File: config.mk
export PLATFORM = sky130hd
export DESIGN_NAME = inv_mix_columns_seq
export DESIGN_NICKNAME = d
export VERILOG_FILES = /design/src/rtl/inv_mix_columns_seq.sv
export SDC_FILE = /design/constraint.sdc
export NUM_CORES = 1
export LEC_CHECK = 0
export CAP_MARGIN = 10
export CORE_ASPECT_RATIO = 0.5
export CORE_UTILIZATION = 50
export CTS_BUF_LIST = sky130_fd_sc_hd__clkbuf_8
export DETAILED_ROUTE_END_ITERATION = 7
export PLACE_DENSITY = 0.9
export REMOVE_ABC_BUFFERS = 1
export SYNTH_ARGS = -nofsm -noshare
export SYNTH_HDL_FRONTEND = slang
export SYNTH_SLANG_ARGS = --single-unit
File: constraint.sdc
create_clock -name clk -period 3.3 [get_ports clk]
set_input_delay 0.33 -clock clk [delete_from_list [all_inputs] [get_ports clk]]
set_output_delay 0.33 -clock clk [all_outputs]
set_load 0.01 [all_outputs]
File: src/rtl/inv_mix_columns_seq.sv
// Column-serial AES InvMixColumns: one shared single-column datapath is
// stepped across the four columns of a 128-bit state, one column per clock,
// with valid/ready on both sides and a pass-through mode for the final round.
module inv_mix_columns_seq #(
  parameter int NUM_COLS = 4
) (
  input  logic         clk,
  input  logic         n_rst,
  input  logic         in_valid,
  output logic         in_ready,
  input  logic [127:0] state_in,
  input  logic         bypass_in,
  input  logic         clear,
  output logic         out_valid,
  input  logic         out_ready,
  output logic [127:0] state_out,
  output logic         busy,
  output logic [1:0]   col_idx
);

  typedef enum logic [1:0] {
    IDLE = 2'd0,
    CALC = 2'd1,
    HOLD = 2'd2
  } state_t;

  localparam logic [1:0] LAST_COL = 2'(NUM_COLS - 1);

  state_t            state, state_nxt;
  logic [3:0][31:0]  work;       // column 0 sits in work[3] (most significant word)
  logic [3:0][31:0]  work_nxt;
  logic [31:0]       col_in;
  logic [31:0]       col_out;
  logic              byp;
  logic              acc;
  logic              last;

  // GF(2^8) doubling modulo x^8+x^4+x^3+x+1
  function automatic logic [7:0] xt(input logic [7:0] a);
    return {a[6:0], 1'b0} ^ (a[7] ? 8'h1b : 8'h00);
  endfunction

  function automatic logic [7:0] mul9(input logic [7:0] a);
    return xt(xt(xt(a))) ^ a;
  endfunction

  function automatic logic [7:0] mulb(input logic [7:0] a);
    return xt(xt(xt(a))) ^ xt(a) ^ a;
  endfunction

  function automatic logic [7:0] muld(input logic [7:0] a);
    return xt(xt(xt(a))) ^ xt(xt(a)) ^ a;
  endfunction

  function automatic logic [7:0] mule(input logic [7:0] a);
    return xt(xt(xt(a))) ^ xt(xt(a)) ^ xt(a);
  endfunction

  // One column through the inverse mixing matrix; row 0 is the top byte
  function automatic logic [31:0] inv_mix_col(input logic [31:0] c);
    logic [7:0] a0, a1, a2, a3;
    logic [7:0] b0, b1, b2, b3;
    a0 = c[31:24];
    a1 = c[23:16];
    a2 = c[15:8];
    a3 = c[7:0];
    b0 = mule(a0) ^ mulb(a1) ^ muld(a2) ^ mul9(a3);
    b1 = mul9(a0) ^ mule(a1) ^ mulb(a2) ^ muld(a3);
    b2 = muld(a0) ^ mul9(a1) ^ mule(a2) ^ mulb(a3);
    b3 = mulb(a0) ^ muld(a1) ^ mul9(a2) ^ mule(a3);
    return {b0, b1, b2, b3};
  endfunction

  assign acc  = (state == IDLE) && in_valid && !clear;
  assign last = (state == CALC) && (col_idx == LAST_COL);

  // Datapath: transform the selected column and splice it back into the state
  always_comb begin
    work_nxt           = work;
    col_in             = work[~col_idx];
    col_out            = byp ? col_in : inv_mix_col(col_in);
    work_nxt[~col_idx] = col_out;
  end

  // State register
  always_ff @(posedge clk or negedge n_rst) begin
    if (!n_rst) state <= IDLE;
    else        state <= state_nxt;
  end

  // Next-state logic; clear overrides every handshake
  always_comb begin
    state_nxt = state;
    if (clear) begin
      state_nxt = IDLE;
    end else begin
      case (state)
        IDLE:    if (in_valid)  state_nxt = CALC;
        CALC:    if (last)      state_nxt = HOLD;
        HOLD:    if (out_ready) state_nxt = IDLE;
        default:                state_nxt = IDLE;
      endcase
    end
  end

  // FSM-decoded outputs
  always_comb begin
    in_ready = (state == IDLE);
    busy     = (state == CALC) || (state == HOLD);
  end

  // Control registers: column counter, output valid, bypass flag
  always_ff @(posedge clk or negedge n_rst) begin
    if (!n_rst) begin
      col_idx   <= 2'd0;
      out_valid <= 1'b0;
      byp       <= 1'b0;
    end else if (clear) begin
      col_idx   <= 2'd0;
      out_valid <= 1'b0;
    end else begin
      if (acc) begin
        col_idx <= 2'd0;
        byp     <= bypass_in;
      end else if (state == CALC) begin
        col_idx <= col_idx + 2'd1;
      end
      if (last)                           out_valid <= 1'b1;
      else if (state == HOLD && out_ready) out_valid <= 1'b0;
    end
  end

  // Work register and result register; state_out is only refreshed on completion
  always_ff @(posedge clk or negedge n_rst) begin
    if (!n_rst) begin
      work      <= '0;
      state_out <= '0;
    end else if (!clear) begin
      if (acc)                work <= state_in;
      else if (state == CALC) work <= work_nxt;
      if (last)               state_out <= work_nxt;
    end
  end

endmodule

Word level (Yosys, flattened, before mapping)
Cells that the tools add are included.

cells by class
  $add $sub $neg = 1
  magnitude comparators = 2
  eq/ne operators = 6
  muxes and demuxes = 31
  bitwise operators = 50
  reductions and logical operators = 15

operator list
  kind                                                                                  number
  8-bit XOR                                                                             39
  128-bit 2-to-1 mux                                                                    2
  128-bit bitwise mux                                                                   1
  32-bit 2-to-1 mux                                                                     3
  8-bit by 5-bit XOR with 8-bit output                                                  9
  32-bit binary-select mux with 2-bit select                                            1
  32-bit demux with 2-bit select                                                        1
  5-bit 2-to-1 mux                                                                      12
  2-bit 2-to-1 mux                                                                      7
  3-bit != test (second input constant)                                                 2
  2-bit case mux with 3 select lines                                                    1
  2-bit AND reduction                                                                   3
  3-bit nonzero test                                                                    2
  1-bit logical AND                                                                     5
  2-bit equality test (second input constant)                                           2
  2-bit by 3-bit less-than comparator with 1-bit output (second input constant)         1
  1-bit 2-to-1 mux                                                                      3
  3-bit by 2-bit != test with 1-bit output (second input constant)                      1
  3-bit AND reduction                                                                   1
  2-bit by 1-bit adder with 2-bit output (second input constant)                        1
  2-bit by 1-bit equality test with 1-bit output (second input constant)                1
  2-bit by 1-bit greater-or-equal comparator with 1-bit output (second input constant)  1
  2-bit zero test                                                                       1
  2-bit NOT                                                                             1
  4 further kinds                                                                       4

word-level totals
  register bits after elaboration = 262
  output and inout port bits = 133
  word-level logic and storage cells = 114

Longest topological paths before layout
  depth after elaboration = 18
  depth in mapped cells = 12

Worst setup path after synthesis
No wires, ideal clock.

  path type = reg-to-reg
  start = register col_idx[0]
  end = register state_out[27]
  library setup time = 133 ps
  data arrival time = 3134 ps
  path slack = 33 ps
  stages on the path, launching flop included = 12
  path buffers = 4
  clock period less this slack = 3267 ps
  cells stage by stage = dfrtp_1 -> buf_6 -> buf_12 -> buf_12 -> mux4_2 -> buf_6 -> xnor3_1 -> xnor2_2 -> xnor3_2 -> xor2_1 -> o21a_4 -> a21oi_2

between the ends
  cells in the longest elaborated chain, start to end = 14
  elaborated cells on any way between the ends = 45
  classes of those cells = 2 x order compare; 1 x eq/ne; 16 x mux; 23 x bitwise; 3 x reduce/logical

RTL lines
  element                                                                   line    source
  start: declaration                                                        18      output logic [1:0] col_idx
  start signal: assignment                                                  126     col_idx <= col_idx + 2'd1;
  2-bit NOT                                                                 80, 82
  32-bit binary-select mux with 2-bit select                                80      col_in = work[~col_idx];
  32-bit 2-to-1 mux (not written as such)                                   80
  5-bit 2-to-1 mux or 8-bit by 5-bit XOR with 8-bit output (tied branches)  40      return {a[6:0], 1'b0} ^ (a[7] ? 8'h1b : 8'h00);
  8-bit by 5-bit XOR with 8-bit output or 8-bit XOR (tied branches)         40
  8-bit by 5-bit XOR with 8-bit output, or another cell as far along        40
  8-bit by 5-bit XOR with 8-bit output                                      40
  8-bit XOR (on tied branches) (2 in series)                                56, 48
  8-bit XOR (3 in series)                                                   67      b0 = mule(a0) ^ mulb(a1) ^ muld(a2) ^ mul9(a3);
  32-bit 2-to-1 mux                                                         81      col_out = byp ? col_in : inv_mix_col(col_in);
  128-bit bitwise mux                                                       82      work_nxt[~col_idx] = col_out;
  end signal: assignment                                                    141     if (last) state_out <= work_nxt;
  end: declaration                                                          16      output logic [127:0] state_out,

Parallel ways exist; a longest one is shown, timed or not. The select of a mux whose other input is x is not followed.
A chain may end at the register's enable or synchronous reset.

Worst setup path after layout
  start = register col_idx[0]
  end = register state_out[76]

between the ends
  cells in the longest elaborated chain, start to end = 14
  elaborated cells on any way between the ends = 46
  classes of those cells = 2 x order compare; 1 x eq/ne; 17 x mux; 23 x bitwise; 3 x reduce/logical

RTL lines
  element                                                                   line    source
  2-bit NOT                                                                 80, 82
  32-bit binary-select mux with 2-bit select                                80
  32-bit 2-to-1 mux (not written as such)                                   80
  8-bit by 5-bit XOR with 8-bit output                                      40
  5-bit 2-to-1 mux or 8-bit by 5-bit XOR with 8-bit output (tied branches)  40
  8-bit by 5-bit XOR with 8-bit output or 5-bit 2-to-1 mux (tied branches)  40
  8-bit by 5-bit XOR with 8-bit output                                      40
  8-bit XOR (2 in series)                                                   52      return xt(xt(xt(a))) ^ xt(xt(a)) ^ a;
  8-bit XOR (3 in series)                                                   69      b2 = muld(a0) ^ mul9(a1) ^ mule(a2) ^ mulb(a3);
  32-bit 2-to-1 mux                                                         81
  128-bit bitwise mux                                                       82

Parallel ways exist; a longest one is shown, timed or not. The select of a mux whose other input is x is not followed.

==> out/qor.txt <==
largest cells by area after synthesis: dfrtp_1, a21oi_1, xnor2_1
Remaining Overflow, GRT: 0
routed len/inst: 28.4 um
area occupied by registers: 6560 um^2
crit-path max cell delay: 680 ps
Die H: 125 um
H-tree Lvls: 2
clock buffer depth: 3
Setup WS post-layout: -205 ps
port buffer count: 266
CP Capture Type: flop
final core utilization: 71.2%
Initial Utilization: 51.5%
final setup vio count: 93
Slew HR: 35.3%
vias in the first global route: 14.5k
hold crit path type: in2async
DR DRC count: 1
Total Routing Usage GR: 35.8%
via/cell ratio: 6.95
die area: 31,000 um^2
DRT antenna net count: 0
Total Routed Length: 64,100 um
initial antenna violation count: 1
Layout Nets: 1,981
final hold violations: 0
Placement Setup Slack: -141 ps
Horiz. Die Dim: 248 um
FF+latch count, synth: 262
crit-path cells: buf_12 -> buf_12 -> mux4_2 -> xor3_1 -> xnor3_1 -> xnor3_1 -> xnor2_2 -> mux2i_4 -> a31oi_1
Final Wtd Congestion: 1.02
clock latency at the later pin of the worst-skew pair: 590 ps
first-pass GRT wire length: 84,500 um
CTS buffer count: 39
Clock transition at path regs: 80 ps
area leader, netlist: dfrtp_1
status: complete, but fails checks
sequential share of the synthesized area: 43.4%
Yosys warning count: 0
Setup Skew: 17.4 ps
Mapped Cells: 1,491
failing checks: DRC, setup timing
DRT iter0 DRCs: 3,195
Syn Std Cell Area: 15,100 um^2
CTS tree: built
top-area cell type share of the netlist area: 43.4%
fraction of registers with async set/reset: 100%
Core Region: 29,300 um^2
Area Overhead vs Synth: 38.2%
period utilization: 106%
1st-pass router iterations: 8
fillers: 1,742
maxcap violations: 0
Final Max Tran Viols: 0
number of I/O pins: 267
Worst Path Max Fanout: 8
clock sinks: 262
worst setup path category: reg2reg
post-synth cell types: 56
root buf cell: clkbuf_8
most frequent cells in the layout: clkdlybuf4s50_1, dfrtp_1, a21oi_1
Synth Flop Type: dfrtp_1
min cycle time layout: 3500 ps
CP startpoint kind: flop
Post-DP HPWL: 37,300 um
Avg Inst Size Synth: 10.1 um^2
worst slew pin tran: 960 ps
largest net degree at the start of global routing: 92
slowest CP cell: mux4_2
CP required: 3720 ps
row count: 44
FMAX: 285 MHz
Post-synth EDFFs: 0
share of cells above drive strength 1: 22.4%
via count: 15.7k
Multi-input gate area: 8730 um^2
RSZ-0062 raised after global routing: true
most common library cell in the layout ignoring fill and taps: clkdlybuf4s50_1
arrival time worst endpoint: 3930 ps
## kinds of logic after synthesis
group,share of synthesized area [%]
buf+inv,4.05
simple gates,8.76
mux,5.92
flops,43.4
fa+ha+maj,0.662
xor+xnor,15.3
compound gates,22.0
## path summary, 6_finish.rpt
check	endpoint	from	slack (ps)	cells after the start
setup reg to reg	state_out[76]	col_idx[0]	-200	9
setup / recovery	state_out[76]	col_idx[0]	-200	9
hold / removal	state_out[19]	n_rst	300	2
max in group asynchronous	work[41]	n_rst	2050	3
hold reg to reg	state_out[39]	state_out[39]	480	1
min in group clk	byp	bypass_in	380	3
## metal layers
layer  track usage (%)  up-vias  routed length (um)
met5                 0        -                   0
met4              17.1        0                5320
met3              9.36      548                9700
met2              53.5     1665               27300
met1              48.7     7380               21800
li1                  -     6089                   -
## synthesized netlist by cell type (all sizes together), types with 30 or more instances
master,number
dfrtp,262
a21oi,202
o21ai,147
nand2,110
nor2,108
clkbuf,102
xnor2,102
o22ai,82
xnor3,34
mux4,32
xor2,30
## sequential cells by signal, indices dropped and copies added, names as in the netlist
register   count
out_valid      1
state          2
byp            1
col_idx        2
state_out    128
work         128
## worst max-delay path: cells and delay by family, from the launching register on
| kind | cells | cell delay (ps) |
|---|---|---|
| xor+xnor | 4 | 1400 |
| flops | 1 | 390 |
| buf+inv | 2 | 320 |
| compound gates | 1 | 210 |
| mux | 2 | 1010 |
## through the flow
stage	setup TNS (ps)	hold slack (ps)	instances	area, um^2
finish	-5210	298	2258	20900
global route	-9610	353	2256	20900
CTS	-354	356	2216	19900
detailed placement	-2780	345	2132	18700
global placement	-1790	341	2132	18700
floorplan	-307590	34.4	1361	14500
## cell type report
class / count / area share (%)
antenna: 2 / 0.0240
clock buffer: 51 / 3.36
clock inverter: 16 / 0.725
inverter: 9 / 0.162
multi-input combinational: 1091 / 41.8
sequential: 262 / 31.4
tap: 391 / 2.34
timing repair buffer: 436 / 20.2
## repair_timing
| action | CTS | global route |
|---|---|---|
| cloned | 1 | 3 |
| endpoints found under the hold margin | 71 | 0 |
| setup buffers | 15 | 37 |
| hold buffers | 1 | 0 |
| pin swaps | 7 | 43 |
| setup endpoints to repair | 83 | 163 |
| resized for setup | 25 | 107 |
Power is not shown: default switching activity piles up to over one toggle a cycle in this logic, so the estimate is an artifact.
